**src/rtl/axis_pattern_gen_pkg.sv**
```systemverilog
// Shared stream-demo definitions: pattern generator FSM encodings.
package axis_pattern_gen_pkg;

  typedef enum logic [1:0] {
    ST_IDLE = 2'd0,
    ST_SEND = 2'd1,
    ST_GAP  = 2'd2,
    ST_DONE = 2'd3
  } pg_state_e;

endpackage

```
**src/rtl/axis_pattern_gen.sv**
```systemverilog
// AXI4-Stream packet test-pattern source: incrementing data, tuser on first
// beat, tlast on last beat, configurable gap, graceful stop, backpressure aware.
module axis_pattern_gen
  import axis_pattern_gen_pkg::*;
#(
  parameter int AXIS_DATA_WIDTH = 32,
  parameter int LEN_WIDTH       = 16,
  parameter int COUNT_WIDTH     = 16,
  parameter int GAP_WIDTH       = 8
) (
  input  logic                       i_axis_clk,
  input  logic                       i_axis_rst,
  input  logic                       i_start,
  input  logic                       i_stop,
  input  logic [LEN_WIDTH-1:0]       i_packet_len,
  input  logic [COUNT_WIDTH-1:0]     i_packet_count,
  input  logic [GAP_WIDTH-1:0]       i_gap,
  input  logic [AXIS_DATA_WIDTH-1:0] i_seed,
  output logic                       o_busy,
  output logic                       o_done_stb,
  output logic [COUNT_WIDTH-1:0]     o_packets_sent,
  output logic                       o_axis_out_tuser,
  output logic                       o_axis_out_tvalid,
  input  logic                       i_axis_out_tready,
  output logic                       o_axis_out_tlast,
  output logic [AXIS_DATA_WIDTH-1:0] o_axis_out_tdata
);

  pg_state_e                  state_q, state_d;
  logic [LEN_WIDTH-1:0]       len_q, len_d, beat_q, beat_d, len_eff;
  logic [COUNT_WIDTH-1:0]     count_q, count_d, sent_q, sent_d, sent_inc;
  logic [GAP_WIDTH-1:0]       gap_q, gap_d, gap_cnt_q, gap_cnt_d;
  logic                       stop_q, stop_d;
  logic                       busy_q, busy_d, done_q, done_d;
  logic                       tvalid_q, tvalid_d, tuser_q, tuser_d, tlast_q, tlast_d;
  logic [AXIS_DATA_WIDTH-1:0] tdata_q, tdata_d;
  logic                       last_pkt;

  assign len_eff  = (i_packet_len == '0) ? LEN_WIDTH'(1) : i_packet_len;
  assign sent_inc = sent_q + COUNT_WIDTH'(1);
  assign last_pkt = (count_q != '0) && (sent_inc == count_q);

  // Every output is a register; next values are computed here so tready
  // never reaches an output combinationally.
  always_comb begin
    state_d   = state_q;
    len_d     = len_q;
    count_d   = count_q;
    gap_d     = gap_q;
    gap_cnt_d = gap_cnt_q;
    beat_d    = beat_q;
    sent_d    = sent_q;
    stop_d    = stop_q;
    busy_d    = busy_q;
    done_d    = 1'b0;
    tvalid_d  = tvalid_q;
    tuser_d   = tuser_q;
    tlast_d   = tlast_q;
    tdata_d   = tdata_q;
    case (state_q)
      ST_IDLE: begin
        if (i_start) begin
          state_d  = ST_SEND;
          len_d    = len_eff;
          count_d  = i_packet_count;
          gap_d    = i_gap;
          tdata_d  = i_seed;
          tvalid_d = 1'b1;
          tuser_d  = 1'b1;
          tlast_d  = (len_eff == LEN_WIDTH'(1));
          beat_d   = '0;
          sent_d   = '0;
          busy_d   = 1'b1;
          stop_d   = 1'b0;
        end
      end
      ST_SEND: begin
        if (i_stop) stop_d = 1'b1;
        if (tvalid_q && i_axis_out_tready) begin
          tdata_d = tdata_q + AXIS_DATA_WIDTH'(1);
          if (tlast_q) begin
            sent_d = sent_inc;
            beat_d = '0;
            if (last_pkt || stop_q || i_stop) begin
              state_d  = ST_DONE;
              tvalid_d = 1'b0;
              tuser_d  = 1'b0;
              tlast_d  = 1'b0;
              done_d   = 1'b1;
              busy_d   = 1'b0;
            end else if (gap_q != '0) begin
              state_d   = ST_GAP;
              gap_cnt_d = gap_q;
              tvalid_d  = 1'b0;
              tuser_d   = 1'b0;
              tlast_d   = 1'b0;
            end else begin
              tuser_d = 1'b1;
              tlast_d = (len_q == LEN_WIDTH'(1));
            end
          end else begin
            beat_d  = beat_q + LEN_WIDTH'(1);
            tuser_d = 1'b0;
            tlast_d = ((beat_q + LEN_WIDTH'(1)) == (len_q - LEN_WIDTH'(1)));
          end
        end
      end
      ST_GAP: begin
        if (i_stop || stop_q) begin
          state_d = ST_DONE;
          done_d  = 1'b1;
          busy_d  = 1'b0;
        end else if (gap_cnt_q <= GAP_WIDTH'(1)) begin
          state_d  = ST_SEND;
          tvalid_d = 1'b1;
          tuser_d  = 1'b1;
          tlast_d  = (len_q == LEN_WIDTH'(1));
          beat_d   = '0;
        end else begin
          gap_cnt_d = gap_cnt_q - GAP_WIDTH'(1);
        end
      end
      ST_DONE: begin
        state_d = ST_IDLE;
        stop_d  = 1'b0;
      end
      default: state_d = ST_IDLE;
    endcase
  end

  always_ff @(posedge i_axis_clk or negedge i_axis_rst) begin
    if (!i_axis_rst) begin
      state_q   <= ST_IDLE;
      len_q     <= '0;
      count_q   <= '0;
      gap_q     <= '0;
      gap_cnt_q <= '0;
      beat_q    <= '0;
      sent_q    <= '0;
      stop_q    <= 1'b0;
      busy_q    <= 1'b0;
      done_q    <= 1'b0;
      tvalid_q  <= 1'b0;
      tuser_q   <= 1'b0;
      tlast_q   <= 1'b0;
      tdata_q   <= '0;
    end else begin
      state_q   <= state_d;
      len_q     <= len_d;
      count_q   <= count_d;
      gap_q     <= gap_d;
      gap_cnt_q <= gap_cnt_d;
      beat_q    <= beat_d;
      sent_q    <= sent_d;
      stop_q    <= stop_d;
      busy_q    <= busy_d;
      done_q    <= done_d;
      tvalid_q  <= tvalid_d;
      tuser_q   <= tuser_d;
      tlast_q   <= tlast_d;
      tdata_q   <= tdata_d;
    end
  end

  assign o_busy            = busy_q;
  assign o_done_stb        = done_q;
  assign o_packets_sent    = sent_q;
  assign o_axis_out_tvalid = tvalid_q;
  assign o_axis_out_tuser  = tuser_q;
  assign o_axis_out_tlast  = tlast_q;
  assign o_axis_out_tdata  = tdata_q;

endmodule

```
**config.mk**
```make
export PLATFORM = sky130hd
export DESIGN_NAME = axis_pattern_gen
export DESIGN_NICKNAME = d
export VERILOG_FILES = /design/src/rtl/axis_pattern_gen_pkg.sv /design/src/rtl/axis_pattern_gen.sv
export SDC_FILE = /design/constraint.sdc
export NUM_CORES = 1
export LEC_CHECK = 0
export BUFFER_PORTS_ARGS = -buffer_cell sky130_fd_sc_hd__buf_2
export CORE_ASPECT_RATIO = 0.75
export CORE_MARGIN = 3
export CORE_UTILIZATION = 35
export CTS_CLUSTER_DIAMETER = 40
export DETAILED_ROUTE_END_ITERATION = 10
export PLACE_DENSITY = 0.53
export SYNTH_ARGS = -nofsm -noshare
export SYNTH_HDL_FRONTEND = slang
export SYNTH_SLANG_ARGS = --single-unit
```
**constraint.sdc**
```tcl
create_clock -name i_axis_clk -period 3 [get_ports i_axis_clk]
set_input_delay 0.6 -clock i_axis_clk [delete_from_list [all_inputs] [get_ports i_axis_clk]]
set_output_delay 0.6 -clock i_axis_clk [all_outputs]
set_load 0.05 [all_outputs]
```
==> impl_metrics.prom, run 1 <==
# TYPE chip_impl_metric gauge
chip_impl_info{name="outcome",value="complete, no violations"} 1
chip_impl_metric{name="finalSetupViolCount",unit=""} 0
chip_impl_metric{name="timing.critical_path.required",unit="ns"} 3.32
chip_impl_metric{name="clk_transition_reported_paths",unit="ns"} 0.06
chip_impl_metric{name="arrival",unit="ns"} 3.18
chip_impl_metric{name="grtUsageMet1",unit="%"} 29.2
chip_impl_info{name="holdCritPathClass",value="in2async"} 1
chip_impl_metric{name="worstSkewPairLatency",unit="ns"} 0.41
chip_impl_info{name="cts_tree",value="built"} 1
chip_impl_metric{name="power-per-cell-area",unit="mW/mm^2"} 1080
chip_impl_info{name="regToRegStartpoint",value="o_packets_sent[0]"} 1
chip_impl_info{name="timing.critical_path.from",value="o_packets_sent[0]"} 1
chip_impl_metric{name="cellLeakagePower",unit="nW"} 3.95
chip_impl_metric{name="synth-seq-cells",unit=""} 120
chip_impl_metric{name="cts_buffer_depth",unit=""} 2
chip_impl_metric{name="grt_first_pass_wirelength",unit="mm"} 34.5
chip_impl_metric{name="dp_slack",unit="ns"} 0.00274
chip_impl_metric{name="relSlewSlack",unit="%"} 30.4
chip_impl_metric{name="gr-usage-met2",unit="%"} 25.9
chip_impl_metric{name="detail_route.wl_per_cell",unit="um"} 17.0
chip_impl_metric{name="async_s_r_ff_share_synth",unit="%"} 100
chip_impl_metric{name="grt_antenna_before_repair",unit=""} 1
chip_impl_metric{name="cts.sink_count",unit=""} 120
chip_impl_metric{name="gr-usage-all-layers",unit="%"} 18.6
chip_impl_metric{name="synthDominantCellAreaShare",unit="%"} 40.9
chip_impl_metric{name="die-area",unit="mm^2"} 0.0228
chip_impl_metric{name="first_pass_iters",unit=""} 5
chip_impl_metric{name="period_utilization",unit="%"} 95.4
chip_impl_metric{name="synth.avg_cell_area",unit="um^2"} 9.17
chip_impl_info{name="most_instantiated_cells_after_synthesis",value="120 x dfrtp_1, 67 x nand2_1, 64 x o21ai_0"} 1
chip_impl_metric{name="finalWeightedCongestion",unit=""} 0.855
chip_impl_metric{name="core_region_area",unit="mm^2"} 0.0204
chip_impl_metric{name="layout.filler_cells",unit=""} 2035
chip_impl_metric{name="detailroute.via_count",unit=""} 6608
chip_impl_metric{name="final_cell_area",unit="mm^2"} 0.00912
chip_impl_metric{name="start_util",unit="%"} 36.0
chip_impl_metric{name="ff2ff_path_depth",unit=""} 9
chip_impl_metric{name="multi_input_area",unit="mm^2"} 0.00409
chip_impl_info{name="yosys.area.top_type",value="dfrtp_1"} 1
chip_impl_info{name="synth.top_cells.by_area",value="dfrtp_1 41%, mux2_2 6.0%, xnor2_1 5.3%, o21ai_0 4.4%, nand2_1 3.4%"} 1
chip_impl_metric{name="io_buffer_count",unit=""} 129
chip_impl_metric{name="flow.area_growth_from_synthesis",unit="%"} 24.3
chip_impl_metric{name="tightestPinTransition",unit="ns"} 1.02
chip_impl_metric{name="r2r_slack",unit="ns"} 0.14
chip_impl_info{name="crit_path_top_delay_cell",value="or4_4"} 1
chip_impl_metric{name="post_cts_hold_buffer_count",unit=""} 0
chip_impl_metric{name="finalPower",unit="mW"} 9.85
chip_impl_metric{name="final_cell_count_without_fillers",unit=""} 1243
chip_impl_metric{name="ios",unit=""} 130
chip_impl_info{name="setup.worst_path.class",value="reg2reg"} 1
chip_impl_metric{name="drc",unit=""} 0
chip_impl_metric{name="cts_max_level",unit=""} 4
chip_impl_metric{name="grt_util_met3",unit="%"} 3.78
chip_impl_metric{name="place_area",unit="mm^2"} 0.00847
chip_impl_metric{name="ff_latch_area",unit="mm^2"} 0.00301
chip_impl_metric{name="row_count",unit=""} 45
chip_impl_metric{name="yosys.cell_types.count",unit=""} 69
chip_impl_metric{name="final_max_slew_viol_count",unit=""} 0
chip_impl_metric{name="final_hold_viol_count",unit=""} 0
chip_impl_metric{name="drt_wl_total",unit="mm"} 21.2
chip_impl_metric{name="vias_in_the_first_global_route",unit=""} 6214
chip_impl_metric{name="dpl.hpwl",unit="mm"} 15.0
chip_impl_metric{name="fmaxAchievable",unit="GHz"} 0.349
chip_impl_info{name="r2r-end",value="gap_cnt_q[5]"} 1
chip_impl_metric{name="antenna_left",unit=""} 0
chip_impl_metric{name="cts_made_buffers",unit=""} 17
chip_impl_metric{name="worst-path-max-fanout",unit=""} 6
chip_impl_metric{name="drive_above_1_share",unit="%"} 28.3
chip_impl_metric{name="finish.net_count",unit=""} 1035
chip_impl_metric{name="utilization",unit="%"} 44.7
chip_impl_info{name="ys_dominant_reg_cell",value="dfrtp_1"} 1
chip_impl_metric{name="yosysSeqAreaShare",unit="%"} 40.9
chip_impl_metric{name="syn_nets",unit=""} 888
chip_impl_metric{name="fp.dieW",unit="um"} 173
chip_impl_metric{name="height_of_the_chip",unit="um"} 131
chip_impl_metric{name="synth-edff-count",unit=""} 0
chip_impl_metric{name="grt_max_degree",unit=""} 51
chip_impl_metric{name="syn-instance-count",unit=""} 800
chip_impl_metric{name="worst_ir_drop_vdd",unit="mV"} 0.394
chip_impl_metric{name="numPlacedInstances",unit=""} 1208
chip_impl_metric{name="fin_crit_period",unit="ns"} 2.86
chip_impl_metric{name="max_cap_violations",unit=""} 0
chip_impl_info{name="cts.root.buffer_cell",value="clkbuf_16"} 1
chip_impl_metric{name="drt_first_iter_violations",unit=""} 406
chip_impl_info{name="global_route.peak_usage_layer",value="met1"} 1
chip_impl_info{name="path_cells",value="ha_1 > nand4_1 > buf_4 > nor4_1 > o22ai_1 > or4_4 > nand3_1 > o32ai_1 > a311oi_2"} 1
chip_impl_metric{name="fin_ws",unit="ns"} 0.137
chip_impl_metric{name="drt-vias-per-instance",unit=""} 5.32
chip_impl_metric{name="grt_overflow_total",unit=""} 0
chip_impl_info{name="crit_path_start_kind",value="flip-flop"} 1
chip_impl_info{name="endpoint_kind_of_the_worst_setup_timing_path",value="flip-flop"} 1
chip_impl_metric{name="netlist_area",unit="mm^2"} 0.00734
chip_impl_info{name="synth.most_common_cell",value="dfrtp_1"} 1
chip_impl_metric{name="crit_path_max_incr_delay",unit="ns"} 0.62
chip_impl_metric{name="count_of_warnings_emitted_by_yosys",unit=""} 0
chip_impl_metric{name="worst_clock_skew",unit="ns"} 0.0104
## critical path: cells and delay by family (launching register included)
family,cells,cell delay (ns)
AO/OA/AOI/OAI,3,0.52
buffers and inverters,1,0.24
AND/OR/NAND/NOR,4,1.38
adder cells (fa/ha/maj),1,0.27
flip-flops,1,0.35
## registers in the layout (all words and copies together), names as in the netlist
signal             cells
beat_q                16
count_q               16
gap_cnt_q              8
gap_q                  8
len_q                 16
o_axis_out_tdata      32
o_axis_out_tlast       1
o_axis_out_tuser       1
o_axis_out_tvalid      1
o_busy                 1
o_done_stb             1
o_packets_sent        16
state_q                2
stop_q                 1
## metrics by stage
step	hold WS, ns	setup TNS [ns]
after floorplan	0.304	0
after global routing	0.216	-0.103
after CTS	0.201	0
final	0.190	0
after global placement	0.496	0
after detailed placement	0.494	0
## logic make-up (layout without fill, tap and decap cells)
logic type / after synthesis / in the layout / share of synthesized area (%)
xor+xnor: 62 / 62 / 7.71
compound gates: 209 / 209 / 17.9
flops: 120 / 120 / 40.9
fa+ha+maj: 11 / 11 / 1.88
buf+inv: 62 / 222 / 3.74
simple gates: 286 / 286 / 20.4
mux: 50 / 50 / 7.49
other cells: 0 / 1 / 0
## routing by layer
metal | wire, um | vias to the layer above
li1 | - | 3262
met1 | 11200 | 3164
met2 | 8830 | 167
met3 | 899 | 15
met4 | 198 | 0
met5 | 0 | -
## timing repair
action	CTS	global route
resized for setup	0	4
setup endpoints to repair	0	21
buffers inserted	0	2
## worst max-delay path by stage
stage,to,slack (ns),cells past startpoint
floorplan,state_q[1],0.0003,10
global placement,gap_cnt_q[5],0.09,9
detailed placement,o_busy,0.003,10
CTS,gap_cnt_q[5],0.02,9
global route,gap_cnt_q[7],-0.03,10
finish,gap_cnt_q[5],0.14,9
## layout make-up
| type | instances | area share (%) |
|---|---|---|
| inverters | 21 | 0.864 |
| multi-input cells | 618 | 44.9 |
| diodes | 1 | 0.0274 |
| clock buffers | 20 | 4.79 |
| clock inverters | 12 | 1.92 |
| flip-flops and latches | 120 | 33.0 |
| well taps | 282 | 3.87 |
| repair buffers | 169 | 10.7 |
## placed cells by master (no fill, tap or decap), types with 4 or more instances in the layout
cell       synthesis  layout
nor2_1            51      50
nor3b_1            4       4
buf_2              8     128
and3_1            16      16
xnor2_1           44      44
o41ai_1            4       4
or3_1              6       6
and2_1             7       7
buf_4              0      39
o21ai_0           64      63
nor3_1            20      20
nor2b_1            5       5
a21o_1             4       4
mux2_2            39      39
nand4_1           16      16
a31o_2             4       4
bufinv_16          0       4
or4_1              6       5
xor2_1            15      15
ha_1              11      11
nor3_2             5       5
nand3_1           46      46
o22ai_1           31      31
a21oi_1           42      42
nand2_1           67      66
o31ai_1           13      13
inv_1             19      19
a31oi_1           13      13
clkbuf_16          0      17
nor4_1            17      16
mux2i_1           11      11
dfrtp_1          120     117
or2_2              4       4
## where the power goes
group          internal (mW)  switching, mW
Combinational           1.74           2.90
Sequential              2.25          0.798
Clock                   1.39          0.780
Total                   5.38           4.48
Note: power is estimated with default switching activity, not from simulation.
==> run 2: changes to the inputs <==
clock period = 3.5 ns   (was 3 ns; I/O delays follow)
==> impl_metrics.prom, run 2 (same netlist as run 1, synthesis figures left out) <==
# TYPE chip_impl_metric gauge
chip_impl_info{name="outcome",value="complete, no violations"} 1
chip_impl_info{name="holdCritPathClass",value="in2async"} 1
chip_impl_metric{name="final_max_slew_viol_count",unit=""} 0
chip_impl_info{name="r2r-end",value="gap_cnt_q[5]"} 1
chip_impl_info{name="mostFrequentLayoutCell",value="buf_2"} 1
chip_impl_info{name="rsz0062_at_grt",value="no"} 1
chip_impl_metric{name="route.met2.wl",unit="mm"} 8.36
chip_impl_metric{name="max_cap_violations",unit=""} 0
chip_impl_metric{name="height_of_the_chip",unit="um"} 131
chip_impl_metric{name="grt_antenna_before_repair",unit=""} 0
chip_impl_metric{name="cts_made_buffers",unit=""} 17
chip_impl_metric{name="cellLeakagePower",unit="nW"} 3.81
chip_impl_metric{name="detail_route.wl_per_cell",unit="um"} 16.6
chip_impl_info{name="timing.critical_path.from",value="o_packets_sent[1]"} 1
chip_impl_info{name="final_cell_mix",value="128 x buf_2, 120 x dfrtp_1, 66 x nand2_1"} 1
chip_impl_metric{name="cts_max_level",unit=""} 4
chip_impl_metric{name="finalWeightedCongestion",unit=""} 0.814
chip_impl_info{name="endpoint_kind_of_the_worst_setup_timing_path",value="flip-flop"} 1
chip_impl_metric{name="insertedDiodeCount",unit=""} 0
chip_impl_metric{name="drt_first_iter_violations",unit=""} 414
chip_impl_metric{name="grt_max_degree",unit=""} 59
chip_impl_metric{name="finish.net_count",unit=""} 1017
chip_impl_metric{name="vias_in_the_first_global_route",unit=""} 6076
chip_impl_metric{name="worst_clock_skew",unit="ns"} 0.0135
chip_impl_metric{name="first_pass_iters",unit=""} 5
chip_impl_metric{name="worst_ir_drop_vdd",unit="mV"} 0.403
chip_impl_metric{name="switching_share_of_power",unit="%"} 46.2
chip_impl_metric{name="met1_length",unit="mm"} 10.8
chip_impl_metric{name="start_util",unit="%"} 36.0
chip_impl_metric{name="finalSetupViolCount",unit=""} 0
chip_impl_metric{name="clockPowerShare",unit="%"} 21.0
chip_impl_metric{name="setup_total_negative_slack",unit="ns"} 0
chip_impl_metric{name="pwr-share-comb",unit="%"} 47.5
chip_impl_metric{name="p_int",unit="mW"} 4.44
chip_impl_metric{name="worst-path-max-fanout",unit=""} 8
chip_impl_metric{name="relSlewSlack",unit="%"} 16.2
chip_impl_metric{name="dpl.hpwl",unit="mm"} 14.5
chip_impl_metric{name="grt_overflow_total",unit=""} 0
chip_impl_metric{name="power-per-cell-area",unit="mW/mm^2"} 925
chip_impl_info{name="top_layer_used",value="met4"} 1
chip_impl_info{name="cts.root.buffer_cell",value="clkbuf_16"} 1
chip_impl_metric{name="grt_first_pass_wirelength",unit="mm"} 33.5
chip_impl_metric{name="met3_wl_post_dr",unit="um"} 983
chip_impl_info{name="cts_tree",value="built"} 1
chip_impl_metric{name="antenna_left",unit=""} 0
chip_impl_metric{name="arrival",unit="ns"} 3.60
chip_impl_metric{name="fp.dieW",unit="um"} 173
chip_impl_metric{name="drive_above_1_share",unit="%"} 26.6
chip_impl_metric{name="seqPwrFrac",unit="%"} 31.5
chip_impl_info{name="crit_path_top_delay_cell",value="or4_1"} 1
chip_impl_metric{name="fmaxAchievable",unit="GHz"} 0.306
chip_impl_metric{name="netSwitchingPower",unit="mW"} 3.81
chip_impl_metric{name="drc",unit=""} 0
chip_impl_info{name="cpLargestDelayFamily",value="simple AND/OR/NAND/NOR gates"} 1
chip_impl_metric{name="row_count",unit=""} 45
chip_impl_metric{name="fin_crit_period",unit="ns"} 3.27
chip_impl_metric{name="cts_buffer_depth",unit=""} 2
chip_impl_metric{name="clk_transition_reported_paths",unit="ns"} 0.06
chip_impl_metric{name="period_utilization",unit="%"} 93.5
chip_impl_metric{name="r2r_slack",unit="ns"} 0.23
chip_impl_metric{name="gr-usage-all-layers",unit="%"} 18.0
chip_impl_metric{name="detailroute.via_count",unit=""} 6528
chip_impl_metric{name="path_buf_inv",unit=""} 1
chip_impl_metric{name="io_buffer_count",unit=""} 129
chip_impl_metric{name="drt-vias-per-instance",unit=""} 5.33
chip_impl_metric{name="cts.sink_count",unit=""} 120
chip_impl_info{name="regToRegStartpoint",value="o_packets_sent[1]"} 1
chip_impl_metric{name="final_hold_viol_count",unit=""} 0
chip_impl_info{name="crit_path_start_kind",value="flip-flop"} 1
chip_impl_info{name="setup.worst_path.class",value="reg2reg"} 1
chip_impl_metric{name="tightestPinTransition",unit="ns"} 1.25
chip_impl_info{name="path_cells",value="ha_1 > nand4_1 > nor4_1 > xnor2_1 > o2111ai_1 > or4_1 > buf_4 > nand3_1 > o32ai_1 > a311oi_2"} 1
chip_impl_metric{name="flow.area_growth_from_synthesis",unit="%"} 21.6
chip_impl_metric{name="core_region_area",unit="mm^2"} 0.0204
chip_impl_metric{name="numPlacedInstances",unit=""} 1190
chip_impl_metric{name="drt_wl_total",unit="mm"} 20.3
chip_impl_metric{name="fin_ws",unit="ns"} 0.228
chip_impl_metric{name="dp_slack",unit="ns"} 0.233
chip_impl_metric{name="ios",unit=""} 130
chip_impl_metric{name="final_cell_count_without_fillers",unit=""} 1224
chip_impl_metric{name="largest_reg_flops",unit=""} 32
chip_impl_metric{name="whs",unit="ns"} 0.223
chip_impl_metric{name="worstSkewPairLatency",unit="ns"} 0.42
chip_impl_metric{name="die-area",unit="mm^2"} 0.0228
chip_impl_metric{name="crit_path_max_incr_delay",unit="ns"} 0.73
chip_impl_metric{name="timing.critical_path.required",unit="ns"} 3.83
chip_impl_metric{name="ff2ff_path_depth",unit=""} 10
-- run 2: routing by layer --
metal  GRT usage [%]  up-vias
met1            28.7     3118
met4            4.82        0
met5               0        -
li1                -     3229
met3            3.50       15
met2            24.4      166
-- run 2: power groups by stage --
stage | Sequential [mW] | Clock, mW | Combinational [mW]
floorplan | 3.13 | 0 | 2.31
global placement | 2.61 | 0 | 3.91
detailed placement | 2.61 | 0 | 3.93
CTS | 2.59 | 1.78 | 3.94
global route | 2.70 | 1.85 | 4.30
finish | 2.60 | 1.73 | 3.92
-- run 2: final cells by class --
| class | instances | area [um^2] |
|---|---|---|
| fillers | 2101 | 11500 |
| multi-input cells | 618 | 4070 |
| flip-flops and latches | 120 | 3000 |
| repair buffers | 151 | 838 |
| clock buffers | 17 | 425 |
| well taps | 282 | 353 |
| clock inverters | 15 | 156 |
| inverters | 21 | 78.8 |
-- run 2: worst max-delay path by stage --
stage              endpoint  slack (ns)  cells after the start
2_1_floorplan    state_q[1]        0.37                     10
3_3_place_gp   gap_cnt_q[5]        0.29                     10
3_5_place_dp   gap_cnt_q[5]        0.23                      9
4_1_cts        gap_cnt_q[5]        0.21                      9
5_1_grt        gap_cnt_q[5]        0.02                     10
6_report       gap_cnt_q[5]        0.23                     10
-- run 2: timing repair --
item	CTS	global route
buffers inserted	0	2
resized for setup	0	0
hold buffers	0	0
setup endpoints to repair	0	1
-- run 2: metrics by stage --
step	util (%)	power [mW]	instance area [um^2]
finish	43.8	8.26	8920
global route	43.8	8.85	8920
CTS	43.7	8.31	8910
detailed placement	40.9	6.54	8330
global placement	40.9	6.52	8330
floorplan	-	5.44	7340
